`src/rtl/bubble_pkg.sv`:
```
// Shared constants and helpers for the bubble emulator front-panel path.
package bubble_pkg;

    localparam int MCLK_HZ             = 48_000_000;
    localparam int HOLD_CYCLES_DEFAULT = MCLK_HZ / 20;

    localparam logic [2:0] ACC_ACTIVE = 3'b100;
    localparam logic [2:0] ACC_IDLE   = 3'b000;
    localparam logic [2:0] ACC_READ   = 3'b101;
    localparam logic [2:0] ACC_WRITE  = 3'b110;

    typedef enum logic [1:0] {
        BCD_IDLE,
        BCD_SHIFT,
        BCD_DONE
    } bcd_state_t;

    // Double-dabble correction: every digit >= 5 gets +3 before the shift.
    function automatic logic [15:0] bcd_adjust(input logic [15:0] digits);
        logic [15:0] res;
        res = digits;
        for (int i = 0; i < 4; i++) begin
            if (digits[i*4 +: 4] >= 4'd5)
                res[i*4 +: 4] = digits[i*4 +: 4] + 4'd3;
        end
        return res;
    endfunction

endpackage

```
`src/rtl/bin2bcd_serial.sv`:
```
// 12-bit serial double-dabble: one shift per cycle, 4-digit BCD result in DONE.
module bin2bcd_serial
    import bubble_pkg::*;
(
    input  logic        clk,
    input  logic        rst,
    input  logic        start,
    input  logic [11:0] din,
    output logic        busy,
    output logic        done,
    output logic [15:0] bcd
);

    bcd_state_t  state_q, state_d;
    logic [27:0] sreg;
    logic [3:0]  cnt;
    logic [27:0] adj;

    assign adj  = {bcd_adjust(sreg[27:12]), sreg[11:0]};
    assign busy = (state_q != BCD_IDLE);
    assign done = (state_q == BCD_DONE);
    assign bcd  = sreg[27:12];

    always_comb begin
        state_d = state_q;
        case (state_q)
            BCD_IDLE:  if (start) state_d = BCD_SHIFT;
            BCD_SHIFT: if (cnt == 4'd11) state_d = BCD_DONE;
            BCD_DONE:  state_d = start ? BCD_SHIFT : BCD_IDLE;
            default:   state_d = BCD_IDLE;
        endcase
    end

    // A start in DONE reloads immediately so chained conversions skip IDLE.
    always_ff @(posedge clk) begin
        if (rst) begin
            state_q <= BCD_IDLE;
            sreg    <= '0;
            cnt     <= '0;
        end else begin
            state_q <= state_d;
            if (start && state_q != BCD_SHIFT) begin
                sreg <= {16'b0, din};
                cnt  <= '0;
            end else if (state_q == BCD_SHIFT) begin
                sreg <= {adj[26:0], 1'b0};
                cnt  <= cnt + 4'd1;
            end
        end
    end

endmodule

```
`src/rtl/access_status_conditioner.sv`:
```
// Conditions emulator status for the LED/7-segment driver: wait register,
// access-type stretch and binary-to-decimal page conversion.
module access_status_conditioner
    import bubble_pkg::*;
#(
    parameter int HOLD_CYCLES = HOLD_CYCLES_DEFAULT,
    parameter bit DECIMAL     = 1'b1
) (
    input  logic        MCLK,
    input  logic        RESET,
    input  logic        nWAIT_IN,
    input  logic [2:0]  ACCTYPE_IN,
    input  logic [11:0] PAGE_IN,
    input  logic        PAGE_STB,
    output logic        nWAIT,
    output logic [2:0]  ACCTYPE,
    output logic [11:0] CURRPAGE,
    output logic        BUSY,
    output logic        OVERFLOW
);

    localparam int TW = (HOLD_CYCLES > 1) ? $clog2(HOLD_CYCLES) : 1;
    localparam logic [TW-1:0] RELOAD = TW'(HOLD_CYCLES - 1);

    logic [TW-1:0] timer;
    logic          acc_active;

    assign acc_active = |(ACCTYPE_IN & ACC_ACTIVE);

    always_ff @(posedge MCLK) begin
        if (RESET) begin
            nWAIT   <= 1'b1;
            ACCTYPE <= ACC_IDLE;
            timer   <= '0;
        end else begin
            nWAIT <= nWAIT_IN;
            if (acc_active) begin
                ACCTYPE <= ACCTYPE_IN;
                timer   <= RELOAD;
            end else if (timer != '0) begin
                timer <= timer - 1'b1;
            end else begin
                ACCTYPE <= ACCTYPE_IN;
            end
        end
    end

    if (DECIMAL) begin : g_bcd
        logic        conv_start, conv_busy, conv_done;
        logic [11:0] conv_din;
        logic [15:0] conv_bcd;
        logic        pend_vld;
        logic [11:0] pend;

        // A strobe coinciding with DONE is the newest pending value.
        assign conv_start = (!conv_busy && PAGE_STB) ||
                            (conv_done && (pend_vld || PAGE_STB));
        assign conv_din   = (conv_done && !PAGE_STB) ? pend : PAGE_IN;
        assign BUSY       = conv_busy;

        bin2bcd_serial u_conv (
            .clk   (MCLK),
            .rst   (RESET),
            .start (conv_start),
            .din   (conv_din),
            .busy  (conv_busy),
            .done  (conv_done),
            .bcd   (conv_bcd)
        );

        always_ff @(posedge MCLK) begin
            if (RESET) begin
                CURRPAGE <= '0;
                OVERFLOW <= 1'b0;
                pend_vld <= 1'b0;
                pend     <= '0;
            end else if (conv_done) begin
                pend_vld <= 1'b0;
                if (conv_bcd[15:12] != 4'd0) begin
                    CURRPAGE <= 12'h999;
                    OVERFLOW <= 1'b1;
                end else begin
                    CURRPAGE <= conv_bcd[11:0];
                    OVERFLOW <= 1'b0;
                end
            end else if (PAGE_STB && conv_busy) begin
                pend     <= PAGE_IN;
                pend_vld <= 1'b1;
            end
        end
    end else begin : g_bin
        assign BUSY     = 1'b0;
        assign OVERFLOW = 1'b0;

        always_ff @(posedge MCLK) begin
            if (RESET)
                CURRPAGE <= '0;
            else if (PAGE_STB)
                CURRPAGE <= PAGE_IN;
        end
    end

endmodule
```
`config.mk`:
```
export PLATFORM = sky130hd
export DESIGN_NAME = access_status_conditioner
export DESIGN_NICKNAME = d
export VERILOG_FILES = /design/src/rtl/bubble_pkg.sv /design/src/rtl/bin2bcd_serial.sv /design/src/rtl/access_status_conditioner.sv
export SDC_FILE = /design/constraint.sdc
export NUM_CORES = 1
export LEC_CHECK = 0
export CAP_MARGIN = 20
export CORE_MARGIN = 2
export CORE_UTILIZATION = 45
export DETAILED_ROUTE_END_ITERATION = 10
export GPL_ROUTABILITY_DRIVEN = 0
export GPL_TIMING_DRIVEN = 1
export PLACE_DENSITY = 0.66
export SYNTH_ARGS = -nofsm -noshare
export SYNTH_HDL_FRONTEND = slang
export SYNTH_SLANG_ARGS = --single-unit
```
`constraint.sdc`:
```
create_clock -name MCLK -period 2.1 [get_ports MCLK]
set_clock_uncertainty 0.15 [all_clocks]
set_input_delay 0.525 -clock MCLK [delete_from_list [all_inputs] [get_ports MCLK]]
set_output_delay 0.525 -clock MCLK [all_outputs]
set_load 0.05 [all_outputs]
```
Yosys cells after proc, flatten, opt, wreduce, memory -nomap -nowiden. Cells that the tools add are included.

Output and inout bits: 18. Bits in latches: 0. Logic and storage cells: 67. Bits in read-only memories: 0. RAM bits: 0. Memories kept: 0. Bits in registers: 86.

Multiply operators: 0. Divide/modulo/power cells: 0. Reduce and logical (&&, ||, !) cells: 20. Bitwise gates (word level): 1. Mux-type cells: 17. Equal/unequal tests: 7. $add $sub $neg: 6. $lt $le $gt $ge: 4. Shift operators: 0.

Operator list (number): $mux 12 (4); $mux 22 (2); $reduce_bool 22->1 (1); $sub 22x1->22 const B (1); $ge 4x3->1 const B (4); $add 4x2->4 const B (3); $mux 4 (3); $mux 3 (3); $ne 2x1->1 const B (3); $pmux 2 s3 (1); $reduce_bool 2->1 (3); $reduce_or 2->1 (3); $logic_and 1x1->1 (5); $add 4x1->4 const B (1); $eq 4x4->1 const B (1); $mux 2 (2); $reduce_and 2->1 (2); $reduce_bool 4->1 (1); $add 3x2->3 const B (1); $eq 2x1->1 const B (1); $eq 2x2->1 const B (1); $logic_not 1->1 (2); $logic_not 2->1 (1); $logic_or 1x1->1 (2); 3 further kinds (4).

Longest topological paths before layout.
Depth in word-level cells: 6. Depth in mapped cells: 8.

Modules after synthesis. From an unflattened synthesis, not the netlist that was laid out.

Cell total of the unflattened synthesis: 474. Area, all modules: 4154.0 um2.

By module, submodules not included: access_status_conditioner (times used 1, sequential area each 1041.0 um2, area each 2502.4 um2, cells each 298); bin2bcd_serial (times used 1, sequential area each 680.7 um2, area each 1651.6 um2, cells each 176).

Worst setup path before layout. OpenSTA, ideal clock, no wires.

Path type: register to register. Start: register timer[0]. End: register timer[0]. Arrival: 1.988 ns. Cell stages (with the launch flop): 9. Path slack: -0.171 ns. Buffers on the path: 1. Clock period less this slack: 2.271 ns. Cell sequence: dfxtp_1 > inv_1 > ha_1 > or4b_2 > nor3_4 > and3_1 > buf_4 > xnor2_1 > a21oi_1.

Word-level cells in the longest chain between the ends: 3. Elaborated cells between the ends (all ways): 5. Those cells by class: add/sub (1); mux (2); reduce/logical (2).

Ends and longest elaborated chain: start: declaration (RTL line access_status_conditioner.sv:25) `logic [TW-1:0] timer;`; start signal: assignment (RTL line access_status_conditioner.sv:41) `timer <= timer - 1'b1;`; $sub 22x1->22 (RTL line access_status_conditioner.sv:41); $mux 22 (RTL line access_status_conditioner.sv:40) `end else if (timer != '0) begin`; $mux 22 (RTL line access_status_conditioner.sv:37) `if (acc_active) begin`.

Parallel ways exist; a longest one is shown, timed or not. The select of a mux whose other input is x is not followed. A chain may end at the register's enable or synchronous reset.

Worst setup path after layout.
Start: register timer[0]. End: register timer[9].

Same word-level chain as after synthesis.

==> results.sh <==
export IMPL_status="complete, no violations"
export IMPL_clock_sinks=86
export IMPL_post_route_util_pct=57.6
export IMPL_cts_buffers=9
export IMPL_hold_class="reg2reg"
export IMPL_fp_row_count=34
export IMPL_yosysUniqueCellTypes=41
export IMPL_clk_pin_slew_worst_paths_ps=90
export IMPL_synth_edff_count=0
export IMPL_groute_usage_overall_pct=19.1
export IMPL_cts_tree="yes"
export IMPL_design_area_um2=4950
export IMPL_end_kind="flip-flop"
export IMPL_synth_area_top_cells="dfxtp_1, a21oi_1, nand2_1, nor2_1, ha_1"
export IMPL_tightest_slew_ps=472
export IMPL_clock_latency_ps=350
export IMPL_rr_worst_depth=6
export IMPL_dp_hpwl_mm=6.16
export IMPL_final_cells=649
export IMPL_slowest_stage="or4_1"
export IMPL_root_buffer="clkbuf_8"
export IMPL_syn2layout_area_growth_pct=25.4
export IMPL_portBuffers=36
export IMPL_r2r_end="timer[9]"
export IMPL_place_inst=632
export IMPL_relSlewSlack_pct=68.5
export IMPL_holdWs_ps=308
export IMPL_ios=37
export IMPL_route_vias_total=3499
export IMPL_syn_nets=507
export IMPL_hold_depth=2
export IMPL_synth_warnings=0
export IMPL_path_class="reg2reg"
export IMPL_htreeDepth=3
export IMPL_rsz0062_at_grt="true"
export IMPL_grt_max_degree=30
export IMPL_crit_arrival_ps=2210
export IMPL_multi_input_area_um2=2130
export IMPL_grt_use_met3_pct=2.73
export IMPL_wl_mm=8.71
export IMPL_hp_start="g_bcd.pend[1]"
export IMPL_insertedDiodeCount=0
export IMPL_syn_instance_count=476
export IMPL_initial_core_util_pct=45.9
export IMPL_die_h_um=97.6
export IMPL_peakVddDrop_mv=0.306
export IMPL_required_ps=2230
export IMPL_synth_top_cell_area_share_pct=43.6
export IMPL_pwr_density_cell_nw_per_um2=679
export IMPL_start_kind="flip-flop"
export IMPL_drive_gt1_share_pct=20.1
export IMPL_setup_tns_ps=0
export IMPL_max_freq_ghz=0.482
export IMPL_fill_cells=795
export IMPL_met2_usage_pct=33.2
export IMPL_postCtsHoldBufs=0
export IMPL_hold_path_end="g_bcd.pend[1]"
export IMPL_syn_area_per_cell_um2=8.29
export IMPL_cp_slowest_stage_delay_ps=540
export IMPL_core_um2=8590
export IMPL_dr_first_iter_drc_count=170
export IMPL_detail_route_wl_per_cell_um=13.4
export IMPL_ys_top_cells_by_count="dfxtp_1, nand2_1, a21oi_1, nor2_1, clkbuf_1"
export IMPL_ys_ff_latch=86
export IMPL_finalPower_mw=3.36
export IMPL_post_dp_cell_area_um2=4660
export IMPL_die_area_um2=9530
export IMPL_overflow=0
export IMPL_nets=567
export IMPL_hold_viol=0
export IMPL_use_met1_pct=24.3
export IMPL_via_per_inst=5.39
export IMPL_reg2reg_setup_slack_ps=30
export IMPL_async_flop_share_pct=0
export IMPL_grt_pass1_vias=3388
export IMPL_fin_ws_ps=25.4
export IMPL_drc=0
export IMPL_finalCritPeriodShare_pct=98.8
export IMPL_first_pass_iters=4
export IMPL_finalSetupViolations=0
export IMPL_yosysMostFrequentCell="dfxtp_1"
export IMPL_leakage_nw=1.81
export IMPL_finalMaxSlewViolations=0
export IMPL_grt_pass1_wl_mm=15.3
export IMPL_top_usage_layer="met2"
export IMPL_cts_buffer_depth=2
export IMPL_seqCellArea_um2=1720
export IMPL_r2r_start="timer[0]"
export IMPL_crit_fanout=4
export IMPL_ys_flop_type="dfxtp_1"
export IMPL_synth_area_um2=3950
export IMPL_antenna_found_initial=0
export IMPL_synth_top_cell_by_area="dfxtp_1"
export IMPL_dp_slack_ps=-54.2
export IMPL_layout_min_cycle_time_ps=2070
export IMPL_ant_nets=0
export IMPL_crit_chain="or4_1 -> buf_4 -> nor2_1 -> nand2_1 -> or3_1 -> a31oi_1"
export IMPL_dieWidth_um=97.6
export IMPL_yosysSeqAreaShare_pct=43.6
export IMPL_maxCapViolations=0
worst max-delay path, delay by kind of cell, from the launching register on:
kind	cells	cell delay (ps)
flops	1	340
buf+inv	1	160
simple gates	4	1200
compound gates	1	160
where the power goes:
group	total (mW)	leakage, nW	internal (mW)	switching (mW)
clock	1.18	0.0955	0.583	0.593
combinational	0.447	1.01	0.211	0.236
sequential	1.74	0.703	1.69	0.0408
total	3.36	1.81	2.49	0.870
per-layer routing:
metal	wire length, um	vias up
met5	0	-
met3	180	8
met1	4130	1675
met4	96	0
li1	-	1787
met2	4300	29
layout make-up:
type                    count  area share, %
well taps                 108           2.73
inverters                  11          0.835
clock buffers              11           2.86
clock inverters             5           1.19
flip-flops and latches     86           34.9
repair buffers             81           14.4
multi-input cells         347           43.1
worst max-delay path by stage:
stage              from   endpoint  slack, ps  depth (start not counted)
4_1_cts        timer[1]  timer[11]          2                          8
3_3_place_gp   timer[7]  timer[16]        -50                          5
3_5_place_dp   timer[7]  timer[16]        -50                          5
2_1_floorplan  timer[7]  timer[16]        -20                          6
6_report       timer[0]   timer[9]         30                          6
5_1_grt        timer[0]  timer[15]        -60                          9
kinds of logic after synthesis:
kind of cell               share of synthesized area [%]
DFF                                                 43.6
adders and majority gates                           3.80
and+or+nand+nor                                     24.9
AOI/OAI and AO/OA                                   18.3
buffers and inverters                               4.22
muxes                                              0.254
xor gates and xnor gates                            4.88
layout by cell type (no fill, tap or decap), types with 3 or more instances in the layout:
master,count
a211oi_1,14
a21oi_1,49
a22oi_1,6
a311oi_1,14
a31oi_1,7
and2_1,16
buf_12,4
buf_4,55
buf_6,4
clkbuf_8,10
clkdlybuf4s50_1,17
dfxtp_1,84
ha_1,12
inv_1,9
nand2_1,60
nand2b_1,6
nand3_1,6
nor2_1,43
nor3_1,14
nor4_2,3
o21ai_0,26
o31ai_1,3
or2_2,4
or3_1,9
xnor2_1,14
xor2_1,7
registers in the layout, indices dropped and copies added, names as in the netlist:
register / cells
ACCTYPE: 3
CURRPAGE: 12
OVERFLOW: 1
g_bcd.pend: 12
g_bcd.pend_vld: 1
g_bcd.u_conv.cnt: 4
g_bcd.u_conv.sreg: 28
g_bcd.u_conv.state_q: 2
nWAIT: 1
timer: 22
repair_timing:
action / CTS / global route
pin swaps: 1 / 7
setup endpoints to repair: 11 / 19
setup buffers: 0 / 1
resized for setup: 9 / 12
Power figures use the tool's default switching activity.
